<file path="src/rtl/mc_ctrl_pkg.sv">
// Shared types and encodings for the multicycle ARM sequencing controller.
// Latency: n/a (types, constants and the condition-check helper only).
// Backpressure: n/a.
//
// Contents: state encoding, ALU operation codes, ALU B and result mux
// encodings, ARM condition codes and the CondEx helper function.
package mc_ctrl_pkg;

  typedef enum logic [3:0] {
    S_FETCH  = 4'd0,
    S_DECODE = 4'd1,
    S_MEMADR = 4'd2,
    S_MEMRD  = 4'd3,
    S_MEMWB  = 4'd4,
    S_MEMWR  = 4'd5,
    S_EXECR  = 4'd6,
    S_EXECI  = 4'd7,
    S_ALUWB  = 4'd8,
    S_BRANCH = 4'd9,
    S_LINK   = 4'd10
  } state_t;

  // ALU operations
  localparam logic [2:0] ALU_ADD = 3'b000;
  localparam logic [2:0] ALU_SUB = 3'b001;
  localparam logic [2:0] ALU_AND = 3'b010;
  localparam logic [2:0] ALU_ORR = 3'b011;
  localparam logic [2:0] ALU_MOV = 3'b100;

  // ALU B operand select
  localparam logic [1:0] SRCB_RD2  = 2'b00;
  localparam logic [1:0] SRCB_IMM  = 2'b01;
  localparam logic [1:0] SRCB_FOUR = 2'b10;

  // Register-file result select
  localparam logic [1:0] RES_ALUOUT    = 2'b00;
  localparam logic [1:0] RES_READDATA  = 2'b01;
  localparam logic [1:0] RES_ALURESULT = 2'b10;
  localparam logic [1:0] RES_PC        = 2'b11;

  // Flag write masks, bit order {N,Z,C,V}
  localparam logic [3:0] FLAGS_ALL = 4'b1111;
  localparam logic [3:0] FLAGS_NZ  = 4'b1100;

  // ARM condition codes
  localparam logic [3:0] COND_EQ = 4'h0;
  localparam logic [3:0] COND_NE = 4'h1;
  localparam logic [3:0] COND_CS = 4'h2;
  localparam logic [3:0] COND_CC = 4'h3;
  localparam logic [3:0] COND_MI = 4'h4;
  localparam logic [3:0] COND_PL = 4'h5;
  localparam logic [3:0] COND_VS = 4'h6;
  localparam logic [3:0] COND_VC = 4'h7;
  localparam logic [3:0] COND_HI = 4'h8;
  localparam logic [3:0] COND_LS = 4'h9;
  localparam logic [3:0] COND_GE = 4'hA;
  localparam logic [3:0] COND_LT = 4'hB;
  localparam logic [3:0] COND_GT = 4'hC;
  localparam logic [3:0] COND_LE = 4'hD;
  localparam logic [3:0] COND_AL = 4'hE;
  localparam logic [3:0] COND_NV = 4'hF;

  // Condition check against stored {N,Z,C,V}; the NV slot never passes.
  function automatic logic cond_pass(input logic [3:0] cond, input logic [3:0] flags);
    logic n, z, c, v;
    {n, z, c, v} = flags;
    case (cond)
      COND_EQ: return z;
      COND_NE: return ~z;
      COND_CS: return c;
      COND_CC: return ~c;
      COND_MI: return n;
      COND_PL: return ~n;
      COND_VS: return v;
      COND_VC: return ~v;
      COND_HI: return c & ~z;
      COND_LS: return ~c | z;
      COND_GE: return n == v;
      COND_LT: return n != v;
      COND_GT: return ~z & (n == v);
      COND_LE: return z | (n != v);
      COND_AL: return 1'b1;
      COND_NV: return 1'b0;
      default: return 1'b0;
    endcase
  endfunction

endpackage

</file>
<file path="src/rtl/mc_cond_unit.sv">
// Condition unit: evaluates CondEx from stored flags and holds the flags and cond_q.
// Latency: cond_q and flags update one clock after their load strobes.
// Backpressure: none; loads happen whenever the strobes are high.
//
// Ports: clk, rst_n (async active-low); cond (instr [31:28]); alu_flags {N,Z,C,V};
// cond_load (latch CondEx); flag_load + flag_mask (per-bit flag write); flags, cond_q out.
module mc_cond_unit
  import mc_ctrl_pkg::*;
(
  input  logic       clk,
  input  logic       rst_n,
  input  logic [3:0] cond,
  input  logic [3:0] alu_flags,
  input  logic       cond_load,
  input  logic       flag_load,
  input  logic [3:0] flag_mask,
  output logic [3:0] flags,
  output logic       cond_q
);

  logic [3:0] wr_mask;

  assign wr_mask = flag_load ? flag_mask : 4'b0000;

  always_ff @(posedge clk or negedge rst_n) begin
    if (!rst_n) begin
      flags  <= 4'b0000;
      cond_q <= 1'b0;
    end else begin
      flags <= (flags & ~wr_mask) | (alu_flags & wr_mask);
      if (cond_load) begin
        cond_q <= cond_pass(cond, flags);
      end
    end
  end

endmodule

</file>
<file path="src/rtl/multicycle_controller.sv">
// Multicycle ARM sequencer: steps shared ALU, memory port and regfile per instruction.
// Latency: DP 4, LDR 5, STR 4, B 3, BL 4 (MC_CTRL_BL_EN), Op=11 2 cycles.
// Backpressure: none; the sequence advances every clock, write enables forced low in reset.
//
// Ports: clk, rst_n; instruction fields Cond/Op/Funct/Rd; ALUFlags from the ALU;
// write enables PCWrite/IRWrite/RegWrite/MemWrite; mux selects AdrSrc, ALUSrcA, ALUSrcB,
// ResultSrc, ImmSrc, RegSrc, LinkSel; ALUControl; stored Flags.
// Optional: define MC_CTRL_BL_EN to route BL through the LINK state (R14 <= PC+4).
module multicycle_controller
  import mc_ctrl_pkg::*;
(
  input  logic       clk,
  input  logic       rst_n,
  input  logic [3:0] Cond,
  input  logic [1:0] Op,
  input  logic [5:0] Funct,
  input  logic [3:0] Rd,
  input  logic [3:0] ALUFlags,
  output logic       PCWrite,
  output logic       IRWrite,
  output logic       RegWrite,
  output logic       MemWrite,
  output logic       AdrSrc,
  output logic       ALUSrcA,
  output logic [1:0] ALUSrcB,
  output logic [2:0] ALUControl,
  output logic [1:0] ResultSrc,
  output logic [1:0] ImmSrc,
  output logic [1:0] RegSrc,
  output logic       LinkSel,
  output logic [3:0] Flags
);

  state_t     state_q, state_d;
  logic       cond_q;
  logic [2:0] dp_alu;
  logic       no_write;
  logic [3:0] dp_mask;
  logic       pc_write, ir_write, reg_write, mem_write;
  logic       flag_load;

  // Data-processing cmd decode
  always_comb begin
    dp_alu   = ALU_ADD;
    no_write = 1'b0;
    dp_mask  = FLAGS_ALL;
    case (Funct[4:1])
      4'b0100: dp_alu = ALU_ADD;
      4'b0010: dp_alu = ALU_SUB;
      4'b0000: begin dp_alu = ALU_AND; dp_mask = FLAGS_NZ; end
      4'b1100: begin dp_alu = ALU_ORR; dp_mask = FLAGS_NZ; end
      4'b1101: begin dp_alu = ALU_MOV; dp_mask = FLAGS_NZ; end
      4'b1010: begin dp_alu = ALU_SUB; no_write = 1'b1; end
      default: no_write = 1'b1;
    endcase
  end

  assign flag_load = ((state_q == S_EXECR) || (state_q == S_EXECI)) && Funct[0] && cond_q;

  mc_cond_unit u_cond (
    .clk       (clk),
    .rst_n     (rst_n),
    .cond      (Cond),
    .alu_flags (ALUFlags),
    .cond_load (state_q == S_DECODE),
    .flag_load (flag_load),
    .flag_mask (dp_mask),
    .flags     (Flags),
    .cond_q    (cond_q)
  );

  // State register
  always_ff @(posedge clk or negedge rst_n) begin
    if (!rst_n) state_q <= S_FETCH;
    else        state_q <= state_d;
  end

  // Next-state logic
  always_comb begin
    state_d = S_FETCH;
    case (state_q)
      S_FETCH:  state_d = S_DECODE;
      S_DECODE: begin
        case (Op)
          2'b01:   state_d = S_MEMADR;
          2'b00:   state_d = Funct[5] ? S_EXECI : S_EXECR;
`ifdef MC_CTRL_BL_EN
          2'b10:   state_d = Funct[4] ? S_LINK : S_BRANCH;
`else
          2'b10:   state_d = S_BRANCH;
`endif
          default: state_d = S_FETCH;
        endcase
      end
      S_MEMADR: state_d = Funct[0] ? S_MEMRD : S_MEMWR;
      S_MEMRD:  state_d = S_MEMWB;
      S_EXECR,
      S_EXECI:  state_d = S_ALUWB;
`ifdef MC_CTRL_BL_EN
      S_LINK:   state_d = S_BRANCH;
`endif
      default:  state_d = S_FETCH;
    endcase
  end

  // Output decode
  always_comb begin
    pc_write   = 1'b0;
    ir_write   = 1'b0;
    reg_write  = 1'b0;
    mem_write  = 1'b0;
    AdrSrc     = 1'b0;
    ALUSrcA    = 1'b0;
    ALUSrcB    = SRCB_RD2;
    ALUControl = ALU_ADD;
    ResultSrc  = RES_ALUOUT;
    LinkSel    = 1'b0;
    case (state_q)
      S_FETCH: begin
        ir_write  = 1'b1;
        pc_write  = 1'b1;
        ALUSrcA   = 1'b1;
        ALUSrcB   = SRCB_FOUR;
        ResultSrc = RES_ALURESULT;
      end
      S_DECODE: begin
        ALUSrcA = 1'b1;
        ALUSrcB = SRCB_FOUR;
      end
      S_MEMADR: begin
        ALUSrcB    = SRCB_IMM;
        ALUControl = Funct[3] ? ALU_ADD : ALU_SUB;
      end
      S_MEMRD: AdrSrc = 1'b1;
      S_MEMWB: begin
        ResultSrc = RES_READDATA;
        reg_write = cond_q;
        pc_write  = cond_q && (Rd == 4'd15);
      end
      S_MEMWR: begin
        AdrSrc    = 1'b1;
        mem_write = cond_q;
      end
      S_EXECR: ALUControl = dp_alu;
      S_EXECI: begin
        ALUSrcB    = SRCB_IMM;
        ALUControl = dp_alu;
      end
      S_ALUWB: begin
        reg_write = cond_q && !no_write;
        pc_write  = cond_q && !no_write && (Rd == 4'd15);
      end
      S_BRANCH: begin
        ALUSrcB   = SRCB_IMM;
        ResultSrc = RES_ALURESULT;
        pc_write  = cond_q;
      end
      S_LINK: begin
        ResultSrc = RES_PC;
        reg_write = cond_q;
`ifdef MC_CTRL_BL_EN
        LinkSel   = 1'b1;
`endif
      end
      default: ;
    endcase
  end

  // Enables are gated by reset so nothing writes in the cycle reset lands.
  assign PCWrite  = pc_write  & rst_n;
  assign IRWrite  = ir_write  & rst_n;
  assign RegWrite = reg_write & rst_n;
  assign MemWrite = mem_write & rst_n;

  assign ImmSrc = Op;
  assign RegSrc = {(Op == 2'b01) && !Funct[0], Op == 2'b10};

endmodule

</file>
<file path="config.mk">
export PLATFORM = sky130hd
export DESIGN_NAME = multicycle_controller
export DESIGN_NICKNAME = d
export VERILOG_FILES = /design/src/rtl/mc_ctrl_pkg.sv /design/src/rtl/mc_cond_unit.sv /design/src/rtl/multicycle_controller.sv
export SDC_FILE = /design/constraint.sdc
export NUM_CORES = 1
export LEC_CHECK = 0
export BUFFER_PORTS_ARGS = -buffer_cell sky130_fd_sc_hd__buf_4
export CORE_MARGIN = 1
export CORE_UTILIZATION = 48
export DETAILED_ROUTE_END_ITERATION = 7
export MAX_ROUTING_LAYER = met4
export PLACE_DENSITY = 0.84
export SYNTH_ARGS = -nofsm -noshare
export SYNTH_HDL_FRONTEND = slang
export SYNTH_SLANG_ARGS = --single-unit
</file>
<file path="constraint.sdc">
create_clock -name clk -period 3.55 [get_ports clk]
set_clock_uncertainty 0.2 [all_clocks]
set_input_delay 0.1775 -clock clk [delete_from_list [all_inputs] [get_ports clk]]
set_output_delay 0.1775 -clock clk [all_outputs]
set_load 0.1 [all_outputs]
</file>
==> impl_metrics.py, run 1 <==
metrics = {
    "grt": {
        "grt_pass1_vias": 829,
        "grtUsageMet1": 0.2875,
        "antenna_found_initial": 0,
        "grt_pass1_wl_um": 3305,
        "gr-total-overflow": 0,
        "grt_use_total": 0.2339,
        "use_met2": 0.3794,
        "use_met3": 0.07347,
        "grt_busiest_layer": "met2",
        "grt_max_degree": 14,
    },
    "yosys": {
        "ys_async_sr_fraction": 1.000,
        "ys_types": 42,
        "yosys_register_bits": 9,
        "yosys_warnings": 0,
        "yosysSeqAreaShare": 0.2586,
        "netlist_instances": 107,
        "yosysTopAreaCell": "dfrtp_1",
        "synth.cell_area_um2": 870.8,
        "ys_top_cells_by_area": "dfrtp_1 26%, mux2_2 6.5%, nor2_1 4.7%",
        "ys.flop_type": "dfrtp_1",
        "syn_area_per_cell_um2": 8.139,
        "synth_edf_count": 0,
        "synth_top_area_share": 0.2586,
        "syn-num-nets": 129,
    },
    "layout": {
        "final_cell_mix": "42 x buf_4, 11 x nor2_1, 9 x dfrtp_1",
        "nets": 171,
        "seq_area_um2": 225.2,
        "final_common_cell": "buf_4",
        "drive_gt1_frac": 0.3851,
        "n_antenna_cell": 0,
        "n_fill_cell": 130,
        "multiInputGateArea_um2": 584.3,
        "area_delta_synth_final_pct": 43.25,
    },
    "min_path": {
        "holdCritPathClass": "primary input to flip-flop",
    },
    "route": {
        "drt-initial-drc-count": 24,
        "vias": 914,
        "vias_per_cell": 5.283,
        "remaining_drc_errors": 0,
        "first_pass_iters": 4,
        "drt_wl_total_um": 2064,
        "ant_nets": 0,
        "wl_per_cell_um": 11.93,
    },
    "die": {
        "die_h_um": 44.60,
        "die_area_um2": 1989,
        "initial_core_util": 0.5099,
        "coreArea_um2": 1708,
        "ios": 44,
        "die_w_um": 44.60,
        "row_count": 15,
    },
    "cts": {
        "clock_latency_ns": 0.27,
        "cts_tree": "built",
        "clk_pin_slew_ns": 0.06,
        "cts_sinks": 9,
        "root_buffer": "clkbuf_4",
        "cts_buffers": 3,
        "cts_buffer_depth": 2,
        "htreeDepth": 1,
        "postCtsResizedCells": 0,
    },
    "sta": {
        "finalSetupTns_ns": 0,
        "period_needed_ns": 2.368,
        "drv_slew": 0,
        "final-hold-violation-count": 0,
        "period_share": 0.6672,
        "setup_viol": 0,
        "rsz0062_at_grt": "false",
        "clock.fmax_ghz": 0.4222,
    },
    "worst_setup_path": {
        "critical_path_class": "flip-flop to output pin",
        "required_ns": 3.17,
        "critPathArrivalTime_ns": 1.99,
        "critPathCaptureType": "output pin",
        "worst_setup_path_start_kind": "flip-flop",
        "cp_max_fo": 13,
    },
    "placed_design": {
        "dp_hpwl_um": 1594,
        "portBuffers": 42,
        "gp_congestion": 0.8473,
    },
    "status": {
        "outcome": "complete, no violations",
    },
    "job": {
        "maxCapViolations": 0,
    },
}
-- metrics by stage --
stage | utilization | worst slack (ns) | cell area [µm²] | cells | hold slack (ns)
after global routing | 0.7304 | 1.016 | 1247 | 173 | 0.03507
after detailed placement | 0.6857 | 1.478 | 1171 | 164 | -0.1863
after global placement | 0.6857 | 1.531 | 1171 | 164 | -0.1868
after floorplan | - | 0.1336 | 890.9 | 107 | -0.3181
final | 0.7304 | 1.182 | 1247 | 173 | 0.01135
after CTS | 0.7304 | 1.176 | 1247 | 173 | 0.006400
-- worst paths after layout --
| kind | from | endpoint | slack (ns) | cells past startpoint |
|---|---|---|---|---|
| min | Op[0] | state_q[0] | 0.01 | 4 |
| max | state_q[1] | ALUControl[0] | 1.18 | 6 |
| max in group asynchronous | rst_n | async pin | 2.91 | 2 |
| max reg2reg | state_q[1] | flip-flop | 1.47 | 4 |
| min reg2reg | u_cond.cond_q | u_cond.cond_q | 0.36 | 2 |
| min in group asynchronous | rst_n | u_cond.cond_q | 0.10 | 2 |
-- routing by layer --
metal  wire, µm  vias to the layer above
met4          9                        0
li1           -                      456
met1        856                      423
met5          0                        -
met2       1050                       33
met3        147                        2
-- synthesized netlist by cell type (2+ instances only) --
master    number
nor2_1        11
dfrtp_1        9
a21oi_1        7
nand2_1        7
nor3_1         7
mux2_2         5
nor2b_1        5
inv_1          4
o21ai_0        4
buf_4          3
mux2i_1        3
nand2b_1       3
xnor2_1        3
xor2_1         3
buf_2          2
buf_6          2
clkbuf_1       2
nor3b_1        2
nor4_1         2
-- worst max-delay path, stage by stage, from the launching register on --
cell and delay [ns]:
dfrtp_1 0.57, inv_1 0.19, or2_0 0.37, nor2_1 0.13
nand2_1 0.07, o41ai_2 0.05, buf_4 0.34
-- cells by family after synthesis --
| kind of cell | after synthesis | share of synthesized area |
|---|---|---|
| xor+xnor | 6 | 0.06036 |
| mux | 8 | 0.09913 |
| buf+inv | 14 | 0.09338 |
| flops | 9 | 0.2586 |
| simple gates | 48 | 0.3046 |
| compound gates | 21 | 0.1796 |
| other cells | 1 | 0.004306 |
-- final cells by class --
cell class                 count  area share
inverter                       4     0.01204
clock buffer                   4     0.02106
multi-input combinational     84      0.4684
tap                           25     0.02508
timing repair buffer          47      0.2929
sequential                     9      0.1805
-- timing repair --
item                      CTS  global route
hold endpoints to repair   13             0
hold buffers                5             0
setup buffers               0             0
Power of run 1 is left out: the tool's default activity adds up to more than one toggle a clock period on the data nets, which glitch-free logic cannot reach.
==> inputs of run 2 (changes only) <==
--- a/config.mk
+++ b/config.mk
@@ -7,10 +7,10 @@
 export LEC_CHECK = 0
 export BUFFER_PORTS_ARGS = -buffer_cell sky130_fd_sc_hd__buf_4
 export CORE_MARGIN = 1
-export CORE_UTILIZATION = 48
+export CORE_UTILIZATION = 40
 export DETAILED_ROUTE_END_ITERATION = 7
 export MAX_ROUTING_LAYER = met4
-export PLACE_DENSITY = 0.84
+export PLACE_DENSITY = 0.74
 export SYNTH_ARGS = -nofsm -noshare
 export SYNTH_HDL_FRONTEND = slang
 export SYNTH_SLANG_ARGS = --single-unit
==> constraint.sdc (replaced) <==
create_clock -name clk -period 2.1 [get_ports clk]
set_clock_uncertainty 0.2 [all_clocks]
set_input_delay 0.105 -clock clk [delete_from_list [all_inputs] [get_ports clk]]
set_output_delay 0.105 -clock clk [all_outputs]
set_load 0.1 [all_outputs]
==> run 2 against run 1 <==
  * Routed wire length is 38% higher
  * Via count increased by 10%
  * Worst hold slack gained 0.10 ns
==> impl_metrics.py, run 2 (synthesis results as in run 1) <==
metrics = {
    "grt": {
        "antenna_found_initial": 0,
        "grtUsageMet1": 0.2924,
        "grt_pass1_wl_um": 4678,
        "grt_busiest_layer": "met2",
        "grt_max_degree": 13,
        "grt_pass1_vias": 1048,
        "use_met3": 0.06604,
        "grt_use_total": 0.2672,
        "use_met2": 0.5046,
        "gr-total-overflow": 0,
    },
    "route": {
        "drt-initial-drc-count": 18,
        "wl_per_cell_um": 14.64,
        "ant_nets": 0,
        "vias": 1007,
        "drt_wl_total_um": 2840,
        "first_pass_iters": 4,
        "remaining_drc_errors": 0,
        "vias_per_cell": 5.191,
    },
    "worst_setup_path": {
        "slowest_stage": "dfrtp_2",
        "required_ns": 1.79,
        "worst_setup_path_start_kind": "flip-flop",
        "reg2reg_depth": 5,
        "critPathArrivalTime_ns": 1.71,
        "critical_path_class": "flip-flop to output pin",
        "critPathCaptureType": "output pin",
        "max_stage_delay_ns": 0.42,
        "cp_max_fo": 6,
        "crit_chain": "buf_4 -> nand2b_4 -> or2_4 -> nor2_1 -> nand2_1 -> o41ai_4 -> buf_6",
        "crit_cells": 7,
        "worst-path-buf-inv": 2,
        "crit_family": "simple AND/OR/NAND/NOR gates",
    },
    "layout": {
        "drive_gt1_frac": 0.5389,
        "final_common_cell": "buf_4",
        "stdcell_count": 194,
        "area_delta_synth_final_pct": 79.17,
        "n_antenna_cell": 0,
        "nets": 190,
        "final_area_um2": 1560,
        "final_cell_mix": "50 x buf_4, 13 x dlygate4sd3_1, 7 x nor2_1, 7 x nand2_1, 6 x a21oi_1",
    },
    "die": {
        "coreArea_um2": 2002,
        "ios": 44,
        "die_h_um": 48.66,
        "die_area_um2": 2368,
        "initial_core_util": 0.4350,
        "row_count": 16,
        "die_w_um": 48.66,
    },
    "cts": {
        "root_buffer": "clkbuf_4",
        "cts_sinks": 9,
        "htreeDepth": 1,
        "cts_buffers": 3,
        "cts_tree": "built",
        "clock_latency_ns": 0.27,
        "clk_pin_slew_ns": 0.07,
        "cts_buffer_depth": 2,
    },
    "sta": {
        "period_needed_ns": 2.012,
        "tightest_slew_ns": 0.4919,
        "relSlewSlack": 0.6691,
        "clock.fmax_ghz": 0.4971,
        "whs_ns": 0.1132,
        "rsz0062_at_grt": "false",
        "period_share": 0.9580,
        "drv_slew": 0,
        "worst_slack_ns": 0.08818,
        "final-hold-violation-count": 0,
        "setup_viol": 0,
    },
    "job": {
        "maxCapViolations": 0,
    },
    "min_path": {
        "hold-path-cell-count": 4,
        "holdCritPathClass": "primary input to flip-flop",
    },
    "status": {
        "outcome": "complete, no violations",
    },
    "placed_design": {
        "gp_congestion": 0.8181,
        "dp_hpwl_um": 1976,
        "dp_cells": 173,
        "place_area_um2": 1341,
        "portBuffers": 42,
        "pre_cts_slack_ns": 0.1292,
    },
}
==> run 2: changes by cell type in the layout (fill, tap and decap cells not counted), moves of 4 or more <==
cell / before / now
buf_4: 42 / 50
dfrtp_1: 9 / 4
dlygate4sd3_1: 5 / 13
nor3_1: 7 / 2
nor2_1: 11 / 7
dfrtp_2: 0 / 5
==> run 2: path summary, 6_finish.rpt <==
check,from,end,slack [ns]
worst max-delay path,state_q[2],ALUControl[0],0.09
worst min-delay path,Funct[0],state_q[1],0.11
worst max register to register,state_q[2],flip-flop,0.28
worst min register to register,flip-flop,flip-flop,0.36
max in group asynchronous,rst_n,async pin,0.83
min in group asynchronous,rst_n,state_q[2],0.59
==> run 2: worst min-delay path, delay by kind of cell <==
kind                   cells  cell delay, ns
AO/OA/AOI/OAI              1            0.08
buffers and inverters      1            0.10
AND/OR/NAND/NOR            2            0.25
==> run 2: metrics by stage <==
stage / setup TNS (ns) / util
finish: 0 / 0.7794
global route: 0 / 0.7794
CTS: 0 / 0.7631
detailed placement: 0 / 0.6700
global placement: 0 / 0.6700
floorplan: -1.331 / -
==> run 2: what timing repair did <==
item	in CTS	in global routing
setup buffers	0	4
pin swaps	0	1
hold endpoints to repair	18	0
resized for setup	9	3
hold buffers	13	0
endpoints found under the setup margin	4	3
==> run 2: metal layers <==
layer  wire, µm  part of all wire
met1       1149              0.40
met2       1562              0.55
met3        129             0.045
met4          0                 0
met5          0                 0
==> run 2: cell type report <==
cell class	count	area, µm²
sequential	9	231.5
clock inverter	1	5.005
inverter	4	15.01
multi-input combinational	84	704.4
tap	27	33.78
timing repair buffer	66	548.0
clock buffer	3	22.52
fill	157	441.7
Power of run 2 is left out for the same reason.
==> inputs of run 3 (changes only) <==
--- a/config.mk
+++ b/config.mk
@@ -6,11 +6,13 @@
 export NUM_CORES = 1
 export LEC_CHECK = 0
 export BUFFER_PORTS_ARGS = -buffer_cell sky130_fd_sc_hd__buf_4
+export CELL_PAD_IN_SITES_DETAIL_PLACEMENT = 1
+export CELL_PAD_IN_SITES_GLOBAL_PLACEMENT = 1
 export CORE_MARGIN = 1
-export CORE_UTILIZATION = 40
+export CORE_UTILIZATION = 28
 export DETAILED_ROUTE_END_ITERATION = 7
 export MAX_ROUTING_LAYER = met4
-export PLACE_DENSITY = 0.74
+export PLACE_DENSITY = 0.75
 export SYNTH_ARGS = -nofsm -noshare
 export SYNTH_HDL_FRONTEND = slang
 export SYNTH_SLANG_ARGS = --single-unit
==> run 3 against run 2 <==
  * The run now ends with DRC left
  * Fmax shrank 1.1%
  * Worst setup slack lost 0.023 ns
  * Non-clock buffer count shrank 2
  * Sequential share of layout area grew 0.16 points
  * First-iteration DRC count shrank 11%
  * Register-to-register slack lost 0.14 ns
  * Highest routed layer unchanged
==> impl_metrics.py, run 3 (synthesis results as in run 1) <==
metrics = {
    "placed_design": {
        "dp_hpwl_um": 2225,
        "portBuffers": 42,
        "gp_congestion": 0.7227,
    },
    "grt": {
        "grt_pass1_vias": 1053,
        "antenna_found_initial": 0,
        "gr-total-overflow": 0,
        "grt_use_total": 0.1909,
        "grt_pass1_wl_um": 4802,
        "grt_max_degree": 13,
    },
    "layout": {
        "final_cell_mix": "51 x buf_4, 11 x dlygate4sd3_1, 7 x nand2_1",
        "nets": 188,
        "final_util": 0.5412,
        "drive_gt1_frac": 0.5455,
        "final_common_cell": "buf_4",
        "area_delta_synth_final_pct": 77.30,
        "n_antenna_cell": 0,
    },
    "die": {
        "die_w_um": 57.77,
        "die_area_um2": 3337,
        "coreArea_um2": 2853,
        "row_count": 19,
        "ios": 44,
        "initial_core_util": 0.3053,
        "die_h_um": 57.77,
    },
    "route": {
        "remaining_drc_errors": 3,
        "wl_per_cell_um": 14.88,
        "drt-initial-drc-count": 16,
        "ant_nets": 0,
        "vias_per_cell": 5.097,
        "first_pass_iters": 6,
        "vias": 999,
        "drt_wl_total_um": 2917,
    },
    "sta": {
        "clock.fmax_ghz": 0.4914,
        "final-hold-violation-count": 0,
        "drv_slew": 0,
        "setup_viol": 0,
        "period_share": 0.9691,
        "relSlewSlack": 0.6633,
        "period_needed_ns": 2.035,
        "tightest_slew_ns": 0.5005,
        "finalSetupTns_ns": 0,
        "whs_ns": 0.001379,
    },
    "worst_setup_path": {
        "critPathCaptureType": "output pin",
        "worst-path-buf-inv": 1,
        "max_stage_delay_ns": 0.44,
        "slowest_stage": "dfrtp_2",
        "critical_path_class": "flip-flop to output pin",
        "worst_setup_path_start_kind": "flip-flop",
        "crit_chain": "nand2b_4 -> or2_4 -> nor4_4 -> buf_4",
        "cp_max_fo": 7,
        "critPathArrivalTime_ns": 1.73,
        "crit_family": "simple AND/OR/NAND/NOR gates",
        "required_ns": 1.79,
    },
    "job": {
        "maxCapViolations": 0,
    },
    "cts": {
        "clock_latency_ns": 0.27,
        "cts_sinks": 9,
        "cts_buffer_depth": 2,
        "cts_tree": "built",
        "htreeDepth": 1,
        "clk_pin_slew_ns": 0.07,
        "root_buffer": "clkbuf_4",
        "cts_buffers": 3,
    },
    "status": {
        "violations": "DRC",
        "outcome": "finished, violations left",
    },
    "min_path": {
        "holdCritPathClass": "primary input to async pin",
    },
}
==> run 3: area by class of cell <==
cell class	count	area, µm²
Fill cell	336	1309
Multi-Input combinational cell	84	706.9
Timing Repair Buffer	64	524.3
Sequential cell	9	231.5
Tap cell	31	38.79
Clock buffer	3	22.52
Inverter	4	15.01
Clock inverter	1	5.005
==> run 3: worst register-to-register path, delay by kind of cell (launching register included) <==
family	cells	cell delay, ns
buf+inv	1	0.15
simple gates	3	0.68
flops	1	0.44
mux	1	0.36
==> run 3: metal layers <==
layer,GRT usage,part of all wire,vias up
met2,0.3621,0.57,35
met1,0.2111,0.38,479
li1,-,-,485
met5,-,0,-
met3,0.04464,0.057,0
met4,0.01361,0,0
==> run 3: through the flow <==
step | worst slack, ns | std cells | cell area, µm²
finish | 0.06498 | 196 | 1544
CTS | 0.01039 | 191 | 1501
global route | -0.03691 | 196 | 1544
floorplan | -0.3434 | 107 | 1007
detailed placement | 0.1189 | 176 | 1339
global placement | 0.1433 | 176 | 1339
==> run 3: path summary, 6_finish.rpt <==
path,start,end,slack (ns),cells after the start
worst max register to register,state_q[3],flip-flop,0.14,5
worst min-delay path,rst_n,async pin,0.001,2
min in group clk,Funct[0],state_q[1],0.14,4
worst max-delay path,state_q[3],ALUControl[1],0.06,4
max in group asynchronous,rst_n,state_q[0],1.53,2
worst min register to register,flip-flop,flip-flop,0.36,1
==> run 3: timing repair <==
action / 4_1_cts / 5_1_grt
hold buffers: 11 / 0
endpoints found under the hold margin: 16 / 0
pin swaps: 0 / 2
cloned: 0 / 0
resized for setup: 8 / 4
setup buffers: 0 / 5
endpoints found under the setup margin: 5 / 4
Power of run 3 is left out for the same reason.
